===== src/rtl/pipe_hazard_ctrl_if.sv =====
// Pipeline-to-hazard-controller bundle: hazard inputs, stage hold/flush controls,
// the data-memory handshake and status outputs.
interface pipe_hazard_ctrl_if #(
    parameter int CNT_W = 32
);
    logic [4:0]       ID_rs1_i;
    logic [4:0]       ID_rs2_i;
    logic             EX_MemRead_i;
    logic [4:0]       EX_rd_i;
    logic             branch_taken_i;
    logic             MEM_MemRead_i;
    logic             MEM_MemWrite_i;
    logic             dmem_ack_i;
    logic             PC_write_o;
    logic             IFID_write_o;
    logic             IFID_flush_o;
    logic             IDEX_hold_o;
    logic             IDEX_flush_o;
    logic             EXMEM_hold_o;
    logic             MEMWB_bubble_o;
    logic             dmem_req_o;
    logic             timeout_o;
    logic [CNT_W-1:0] stall_cnt_o;

    // Pipeline side: supplies hazard/memory status, consumes stage controls.
    modport master (
        output ID_rs1_i, ID_rs2_i, EX_MemRead_i, EX_rd_i, branch_taken_i,
               MEM_MemRead_i, MEM_MemWrite_i, dmem_ack_i,
        input  PC_write_o, IFID_write_o, IFID_flush_o, IDEX_hold_o, IDEX_flush_o,
               EXMEM_hold_o, MEMWB_bubble_o, dmem_req_o, timeout_o, stall_cnt_o
    );

    // Controller side.
    modport slave (
        input  ID_rs1_i, ID_rs2_i, EX_MemRead_i, EX_rd_i, branch_taken_i,
               MEM_MemRead_i, MEM_MemWrite_i, dmem_ack_i,
        output PC_write_o, IFID_write_o, IFID_flush_o, IDEX_hold_o, IDEX_flush_o,
               EXMEM_hold_o, MEMWB_bubble_o, dmem_req_o, timeout_o, stall_cnt_o
    );
endinterface


===== src/rtl/pipe_hazard_ctrl.sv =====
// Stall/flush sequencer for the 5-stage pipeline: load-use and branch hazards,
// data-memory req/ack wait with timeout, and a saturating stall-cycle counter.
module pipe_hazard_ctrl #(
    parameter int TIMEOUT = 16,
    parameter int CNT_W   = 32
) (
    input  logic              clk_i,
    input  logic              rst_i,
    pipe_hazard_ctrl_if.slave bus
);

    localparam int WAIT_W = (TIMEOUT > 1) ? $clog2(TIMEOUT) : 1;
    localparam logic [WAIT_W-1:0] WAIT_LAST = WAIT_W'(TIMEOUT - 1);

    typedef enum logic [1:0] {
        ST_RUN      = 2'd0,
        ST_MEM_WAIT = 2'd1,
        ST_ERR      = 2'd2
    } state_t;

    state_t            state;
    state_t            state_nxt;
    logic [WAIT_W-1:0] wait_cnt;
    logic              dmem_req_q;
    logic              timeout_q;
    logic [CNT_W-1:0]  stall_cnt;

    logic mem_op;
    logic lu;
    logic freeze;
    logic pc_write;
    logic ifid_write;
    logic ifid_flush;
    logic idex_flush;

    function automatic logic [CNT_W-1:0] sat_inc(input logic [CNT_W-1:0] v);
        return (&v) ? v : v + CNT_W'(1);
    endfunction

    always_comb begin
        mem_op = bus.MEM_MemRead_i | bus.MEM_MemWrite_i;
        lu     = bus.EX_MemRead_i && (bus.EX_rd_i != 5'd0) &&
                 ((bus.EX_rd_i == bus.ID_rs1_i) || (bus.EX_rd_i == bus.ID_rs2_i));
    end

    // Next state and freeze decision; an ack on the final wait cycle beats the timeout.
    always_comb begin
        state_nxt = state;
        freeze    = 1'b0;
        unique case (state)
            ST_RUN: begin
                if (mem_op) begin
                    freeze    = 1'b1;
                    state_nxt = ST_MEM_WAIT;
                end
            end
            ST_MEM_WAIT: begin
                if (bus.dmem_ack_i) begin
                    state_nxt = ST_RUN;
                end else begin
                    freeze = 1'b1;
                    if (wait_cnt == WAIT_LAST) state_nxt = ST_ERR;
                end
            end
            ST_ERR: begin
                freeze = 1'b1;
            end
            default: begin
                freeze    = 1'b1;
                state_nxt = ST_ERR;
            end
        endcase
    end

    // Hazard handling applies only when the pipeline is not frozen for memory.
    always_comb begin
        pc_write   = 1'b1;
        ifid_write = 1'b1;
        ifid_flush = 1'b0;
        idex_flush = 1'b0;
        if (freeze) begin
            pc_write   = 1'b0;
            ifid_write = 1'b0;
        end else if (lu) begin
            pc_write   = 1'b0;
            ifid_write = 1'b0;
            idex_flush = 1'b1;
        end else begin
            ifid_flush = bus.branch_taken_i;
        end
    end

    always_ff @(posedge clk_i or negedge rst_i) begin
        if (!rst_i) begin
            state      <= ST_RUN;
            wait_cnt   <= '0;
            dmem_req_q <= 1'b0;
            timeout_q  <= 1'b0;
            stall_cnt  <= '0;
        end else begin
            state      <= state_nxt;
            wait_cnt   <= (state == ST_MEM_WAIT && !bus.dmem_ack_i) ? wait_cnt + WAIT_W'(1) : '0;
            dmem_req_q <= (state_nxt == ST_MEM_WAIT);
            timeout_q  <= (state_nxt == ST_ERR);
            if (!pc_write) stall_cnt <= sat_inc(stall_cnt);
        end
    end

    always_comb begin
        bus.PC_write_o     = pc_write;
        bus.IFID_write_o   = ifid_write;
        bus.IFID_flush_o   = ifid_flush;
        bus.IDEX_hold_o    = freeze;
        bus.IDEX_flush_o   = idex_flush;
        bus.EXMEM_hold_o   = freeze;
        bus.MEMWB_bubble_o = freeze;
        bus.dmem_req_o     = dmem_req_q;
        bus.timeout_o      = timeout_q;
        bus.stall_cnt_o    = stall_cnt;
    end

endmodule

===== src/flat_wrapper.sv =====
// flat-port wrapper written by rule: the top's interface ports become plain ports
module pipe_hazard_ctrl_flat 
#(
    parameter int TIMEOUT = 16,
    parameter int CNT_W   = 32
)
  (clk_i, rst_i, bus_ID_rs1_i, bus_ID_rs2_i, bus_EX_MemRead_i, bus_EX_rd_i, bus_branch_taken_i, bus_MEM_MemRead_i, bus_MEM_MemWrite_i, bus_dmem_ack_i, bus_PC_write_o, bus_IFID_write_o, bus_IFID_flush_o, bus_IDEX_hold_o, bus_IDEX_flush_o, bus_EXMEM_hold_o, bus_MEMWB_bubble_o, bus_dmem_req_o, bus_timeout_o, bus_stall_cnt_o);
  pipe_hazard_ctrl_if #(.CNT_W(CNT_W)) bus_i ();
  input  logic clk_i;
  input  logic rst_i;
  input wire logic [$bits(bus_i.ID_rs1_i)-1:0] bus_ID_rs1_i;
  input wire logic [$bits(bus_i.ID_rs2_i)-1:0] bus_ID_rs2_i;
  input wire logic [$bits(bus_i.EX_MemRead_i)-1:0] bus_EX_MemRead_i;
  input wire logic [$bits(bus_i.EX_rd_i)-1:0] bus_EX_rd_i;
  input wire logic [$bits(bus_i.branch_taken_i)-1:0] bus_branch_taken_i;
  input wire logic [$bits(bus_i.MEM_MemRead_i)-1:0] bus_MEM_MemRead_i;
  input wire logic [$bits(bus_i.MEM_MemWrite_i)-1:0] bus_MEM_MemWrite_i;
  input wire logic [$bits(bus_i.dmem_ack_i)-1:0] bus_dmem_ack_i;
  output wire logic [$bits(bus_i.PC_write_o)-1:0] bus_PC_write_o;
  output wire logic [$bits(bus_i.IFID_write_o)-1:0] bus_IFID_write_o;
  output wire logic [$bits(bus_i.IFID_flush_o)-1:0] bus_IFID_flush_o;
  output wire logic [$bits(bus_i.IDEX_hold_o)-1:0] bus_IDEX_hold_o;
  output wire logic [$bits(bus_i.IDEX_flush_o)-1:0] bus_IDEX_flush_o;
  output wire logic [$bits(bus_i.EXMEM_hold_o)-1:0] bus_EXMEM_hold_o;
  output wire logic [$bits(bus_i.MEMWB_bubble_o)-1:0] bus_MEMWB_bubble_o;
  output wire logic [$bits(bus_i.dmem_req_o)-1:0] bus_dmem_req_o;
  output wire logic [$bits(bus_i.timeout_o)-1:0] bus_timeout_o;
  output wire logic [$bits(bus_i.stall_cnt_o)-1:0] bus_stall_cnt_o;
  assign bus_i.ID_rs1_i = bus_ID_rs1_i;
  assign bus_i.ID_rs2_i = bus_ID_rs2_i;
  assign bus_i.EX_MemRead_i = bus_EX_MemRead_i;
  assign bus_i.EX_rd_i = bus_EX_rd_i;
  assign bus_i.branch_taken_i = bus_branch_taken_i;
  assign bus_i.MEM_MemRead_i = bus_MEM_MemRead_i;
  assign bus_i.MEM_MemWrite_i = bus_MEM_MemWrite_i;
  assign bus_i.dmem_ack_i = bus_dmem_ack_i;
  assign bus_PC_write_o = bus_i.PC_write_o;
  assign bus_IFID_write_o = bus_i.IFID_write_o;
  assign bus_IFID_flush_o = bus_i.IFID_flush_o;
  assign bus_IDEX_hold_o = bus_i.IDEX_hold_o;
  assign bus_IDEX_flush_o = bus_i.IDEX_flush_o;
  assign bus_EXMEM_hold_o = bus_i.EXMEM_hold_o;
  assign bus_MEMWB_bubble_o = bus_i.MEMWB_bubble_o;
  assign bus_dmem_req_o = bus_i.dmem_req_o;
  assign bus_timeout_o = bus_i.timeout_o;
  assign bus_stall_cnt_o = bus_i.stall_cnt_o;
  pipe_hazard_ctrl #(.TIMEOUT(TIMEOUT), .CNT_W(CNT_W)) u_core (.clk_i(clk_i), .rst_i(rst_i), .bus(bus_i));
endmodule

===== config.mk =====
export PLATFORM = sky130hd
export DESIGN_NAME = pipe_hazard_ctrl_flat
export DESIGN_NICKNAME = d
export VERILOG_FILES = /design/src/rtl/pipe_hazard_ctrl_if.sv /design/src/rtl/pipe_hazard_ctrl.sv /design/src/flat_wrapper.sv
export SDC_FILE = /design/constraint.sdc
export NUM_CORES = 1
export LEC_CHECK = 0
export ABC_AREA = 1
export CORE_MARGIN = 1.5
export CORE_UTILIZATION = 56
export CTS_BUF_LIST = sky130_fd_sc_hd__clkbuf_8
export CTS_CLUSTER_SIZE = 24
export DETAILED_ROUTE_END_ITERATION = 6
export GPL_ROUTABILITY_DRIVEN = 1
export PLACE_DENSITY_LB_ADDON = 0.2
export SLEW_MARGIN = 10
export SYNTH_ARGS = -nofsm -noshare
export SYNTH_HDL_FRONTEND = slang
export SYNTH_SLANG_ARGS = --single-unit

===== constraint.sdc =====
create_clock -name clk_i -period 3.9 [get_ports clk_i]
set_input_delay 0.585 -clock clk_i [delete_from_list [all_inputs] [get_ports clk_i]]
set_output_delay 0.585 -clock clk_i [all_outputs]
set_load 0.02 [all_outputs]

Word-level counts from Yosys, hierarchy flattened. Cells that the tools add are included.

Flip-flop bits (word level): 40. Bits of input ports: 22. Word-level logic and storage cells: 40. Output and inout port bits: 41.

Reduce and logical (&&, ||, !) cells: 9. Add/sub/neg operators: 2. Bitwise gates (word level): 3. Equal/unequal tests: 7. Mux-type cells: 14.

Operators by type and width (number): $add 32x1->32 const B (1); $reduce_and 32->1 (1); $eq 5x5->1 (2); $mux 1 (8); $mux 2 (3); $pmux 2 s3 (1); $reduce_bool 5->1 (1); $add 4x1->4 const B (1); $eq 2x1->1 const B (2); $eq 2x2->1 const B (2); $eq 4x4->1 const B (1); $mux 4 (1); $logic_and 1x1->1 (3); $logic_not 2->1 (1); $not 1->1 (2); $pmux 1 s2 (1); $reduce_and 2->1 (1); $logic_not 1->1 (1); $logic_or 1x1->1 (1); $or 1x1->1 (1).

Logic depth before layout (Yosys ltp).
Depth in word-level cells: 7. Mapped depth: 12.

Least setup slack after synthesis. OpenSTA, ideal clock, no wires.

Kind: input port to output port. From: input bus_MEM_MemWrite_i. To: output bus_PC_write_o. Required time: 3.315 ns. Slack: 1.675 ns. Arrival: 1.640 ns. Cell stages on the path: 7. Path through: nor2_1 -> nor2_1 -> nor3_1 -> nand2_2 -> buf_2 -> inv_1 -> buf_4.

Word-level cells in the longest chain between the ends: 4.

Ends and longest elaborated chain: from (decl) (RTL line flat_wrapper.sv:17) `input wire logic [$bits(bus_i.MEM_MemWrite_i)-1:0] bus_MEM_MemWrite_i;`; $or 1x1->1 (RTL line pipe_hazard_ctrl.sv:41) `mem_op = bus.MEM_MemRead_i | bus.MEM_MemWrite_i;`; $mux 1 (RTL line pipe_hazard_ctrl.sv:52) `if (mem_op) begin`; $pmux 1 s2 (RTL line pipe_hazard_ctrl.sv:50) `unique case (state)`; $mux 1; to (decl) (RTL line flat_wrapper.sv:19) `output wire logic [$bits(bus_i.PC_write_o)-1:0] bus_PC_write_o;`.

Every way passes these cells.

Worst setup path in the final report.
From: input bus_MEM_MemWrite_i. To: output bus_IDEX_flush_o.

Word-level cells in the longest chain between the ends: 4.

Ends and longest elaborated chain: $or 1x1->1 (RTL line pipe_hazard_ctrl.sv:41); $mux 1 (RTL line pipe_hazard_ctrl.sv:52); $pmux 1 s2 (RTL line pipe_hazard_ctrl.sv:50); $mux 1 (RTL line pipe_hazard_ctrl.sv:81) `if (freeze) begin`; to (decl) (RTL line flat_wrapper.sv:23) `output wire logic [$bits(bus_i.IDEX_flush_o)-1:0] bus_IDEX_flush_o;`.

Every way passes these cells.

==> impl_metrics.json <==
{
  "status": "finished, final reports clean",
  "die_x_um": 73.45,
  "ys_seq_area_share_pct": 36.02,
  "cts_made_buffers": 5,
  "setup-tns-final_ps": 0,
  "slew_headroom_pct": 43.37,
  "drt_iter0_drc": 211,
  "crit_end": "bus_IDEX_flush_o",
  "grt_first_pass_wirelength_um": 10900,
  "antenna_found_initial": 0,
  "worstSetupPathDepth": 7,
  "critical_path_class": "input port to primary output",
  "p_switching_mw": 0.3626,
  "multi_input_area_um2": 1543,
  "drc": 0,
  "die_h_um": 73.45,
  "max_freq_mhz": 342.1,
  "insertion_delay_ps": 300,
  "synth_cell_types": 26,
  "antenna_cells": 0,
  "finalSetupViolCount": 0,
  "post-route-period-util_pct": 74.95,
  "clk_pin_slew_ps": 80,
  "grt_max_degree": 41,
  "ys_warn_count": 0,
  "tightestPinTransition_ps": 849.4,
  "ff2ff_setup_slack_ps": 1630,
  "crit_buf_inv": 3,
  "p_leak_nw": 1.683,
  "critPathSlowestCell": "clkdlybuf4s50_1",
  "wl_per_cell_um": 11.52,
  "cts_buffer_depth": 2,
  "arrival_ps": 2340,
  "dp_slack_ps": 991.0,
  "layout_common_cells": "nand2_1, clkdlybuf4s50_1, nor2_1, nand3_1, dfrtp_1",
  "final_layout_size_suffix_gt1_share_pct": 4.969,
  "globalRouteTotalUtil_pct": 25.76,
  "postCtsSetupBuffers": 0,
  "drt-total-wl_um": 6334,
  "hp-class": "input port to asynchronous set/reset pin",
  "regArea_um2": 1001,
  "cts_hold_buf": 0,
  "routabilityCongestion": 0.9000,
  "p_int_mw": 0.7104,
  "htreeDepth": 2,
  "drt_pre_antenna_iters": 4,
  "crit_chain": "clkdlybuf4s50_1, nor2_1, nor2_1, nor3_1, inv_1, nor2_1, clkdlybuf4s50_1",
  "reg2reg_from": "u_core.bus.stall_cnt_o[0]",
  "path_common_cell": "nor2_1",
  "r2r-end": "u_core.bus.stall_cnt_o[14]",
  "syn_area_per_cell_um2": 6.554,
  "die_area_um2": 5394,
  "max_stage_delay_ps": 610,
  "syn-cell-area_um2": 2779,
  "viasPerCell": 4.975,
  "setup_ws_ps": 976.8,
  "finish.net_count": 506,
  "rsz0062_at_grt": "false",
  "syn_inst": 424,
  "layout_min_cycle_time_ps": 2923,
  "grt_pass1_vias": 2556,
  "sw_frac_of_total_pct": 33.80,
  "fill_cells": 407,
  "ant_nets": 0,
  "area_growth_pct": 25.39,
  "grt-ovfl-total": 0,
  "cts_tree": "done",
  "io_buffer_count": 62,
  "power.density_nw_per_um2": 307.9,
  "clock_power_share_pct": 25.6,
  "cts-resized-gates": 0,
  "seq_power_share_pct": 46.4,
  "critPathTopFamily": "buffers and inverters",
  "pin_count": 63,
  "cts-root-buf": "clkbuf_8",
  "num_vias": 2736,
  "coreArea_um2": 4755,
  "peakVddDrop_v": 0.0001951,
  "placementRows": 25,
  "startpoint_type": "input port",
  "critPathLaunch": "bus_MEM_MemWrite_i",
  "endpoint_kind": "primary output",
  "hpwl_um": 4890,
  "hold_violations": 0,
  "crit_fanout": 4,
  "reg2regPathDepth": 9,
  "synth_seq_cells": 40,
  "maxCapViolCount": 0,
  "skew_ps": 4.211,
  "start_util_pct": 58.45,
  "cp_data_required_time_ps": 3310,
  "final_common_cell": "nand2_1",
  "synth_nets": 448,
  "combPwrFrac_pct": 28.0,
  "cts_num_sinks": 40,
  "drv_slew": 0
}
-- cell families after synthesis --
group	share of synthesized area, %
AOI/OAI and AO/OA	1.620
adders and majority gates	0.9004
xor gates and xnor gates	5.673
and+or+nand+nor	47.32
DFF	36.02
buffers and inverters	8.464
-- layout make-up --
class	instances	area share, %
Clock buffer	5	1.975
Clock inverter	3	0.5386
Inverter	39	4.201
Multi-Input combinational cell	333	44.27
Sequential cell	40	28.73
Tap cell	67	2.406
Timing Repair Buffer	63	17.88
-- layer usage --
metal / wire [µm] / GRT usage, %
met1: 2810 / 31.66
met3: 291 / 5.213
met5: 0 / 0
met4: 79 / 8.230
met2: 3152 / 45.05
-- power groups by stage --
stage	Sequential [mW]	Clock, mW	Combinational, mW
2_1_floorplan	0.536	0	0.149
3_3_place_gp	0.504	0	0.297
3_5_place_dp	0.505	0	0.305
4_1_cts	0.498	0.279	0.304
5_1_grt	0.504	0.288	0.335
6_report	0.498	0.275	0.301
-- worst min-delay path by stage --
| stage | cells after the start | start | to | slack, ps |
|---|---|---|---|---|
| after floorplan | 0 | rst_i | u_core.bus.dmem_req_o | 290 |
| after global placement | 1 | u_core.wait_cnt[0] | u_core.wait_cnt[0] | 450 |
| after detailed placement | 1 | u_core.wait_cnt[0] | u_core.wait_cnt[0] | 460 |
| after CTS | 1 | rst_i | u_core.bus.stall_cnt_o[4] | 430 |
| after global routing | 1 | rst_i | u_core.bus.stall_cnt_o[3] | 480 |
| final | 1 | rst_i | u_core.bus.stall_cnt_o[4] | 390 |
-- cell usage after synthesis, drive strengths merged --
cell	instances	share of area (%)
xnor2	7	2.2
o21ai	2	0.36
nor3	4	0.72
a21oi	1	0.18
nand2	181	25
nor2	63	9.5
o31ai	2	0.54
buf	12	3.2
xor2	11	3.5
dfrtp	40	36
and2	1	0.23
nand4	3	0.68
o21bai	2	0.54
nand3b	9	2.4
ha	2	0.90
nand3	45	8.6
inv	39	5.3
-- state kept, by name, indices dropped and copies added (netlist names) --
name                    flops
u_core.bus.timeout_o        1
u_core.bus.dmem_req_o       1
u_core.wait_cnt             4
u_core.bus.stall_cnt_o     32
u_core.state                2
-- through the flow --
step	power [mW]	util, %	hold WS, ps	std cells	cell area (µm²)
2_1_floorplan	0.6844	-	289.4	424	2779
3_3_place_gp	0.8008	71.45	449.4	542	3397
3_5_place_dp	0.8092	71.45	458.2	542	3397
4_1_cts	1.081	73.29	429.0	550	3485
5_1_grt	1.127	73.29	482.9	550	3485
6_report	1.073	73.29	388.4	550	3485
Note: power is estimated with default switching activity, not from simulation.
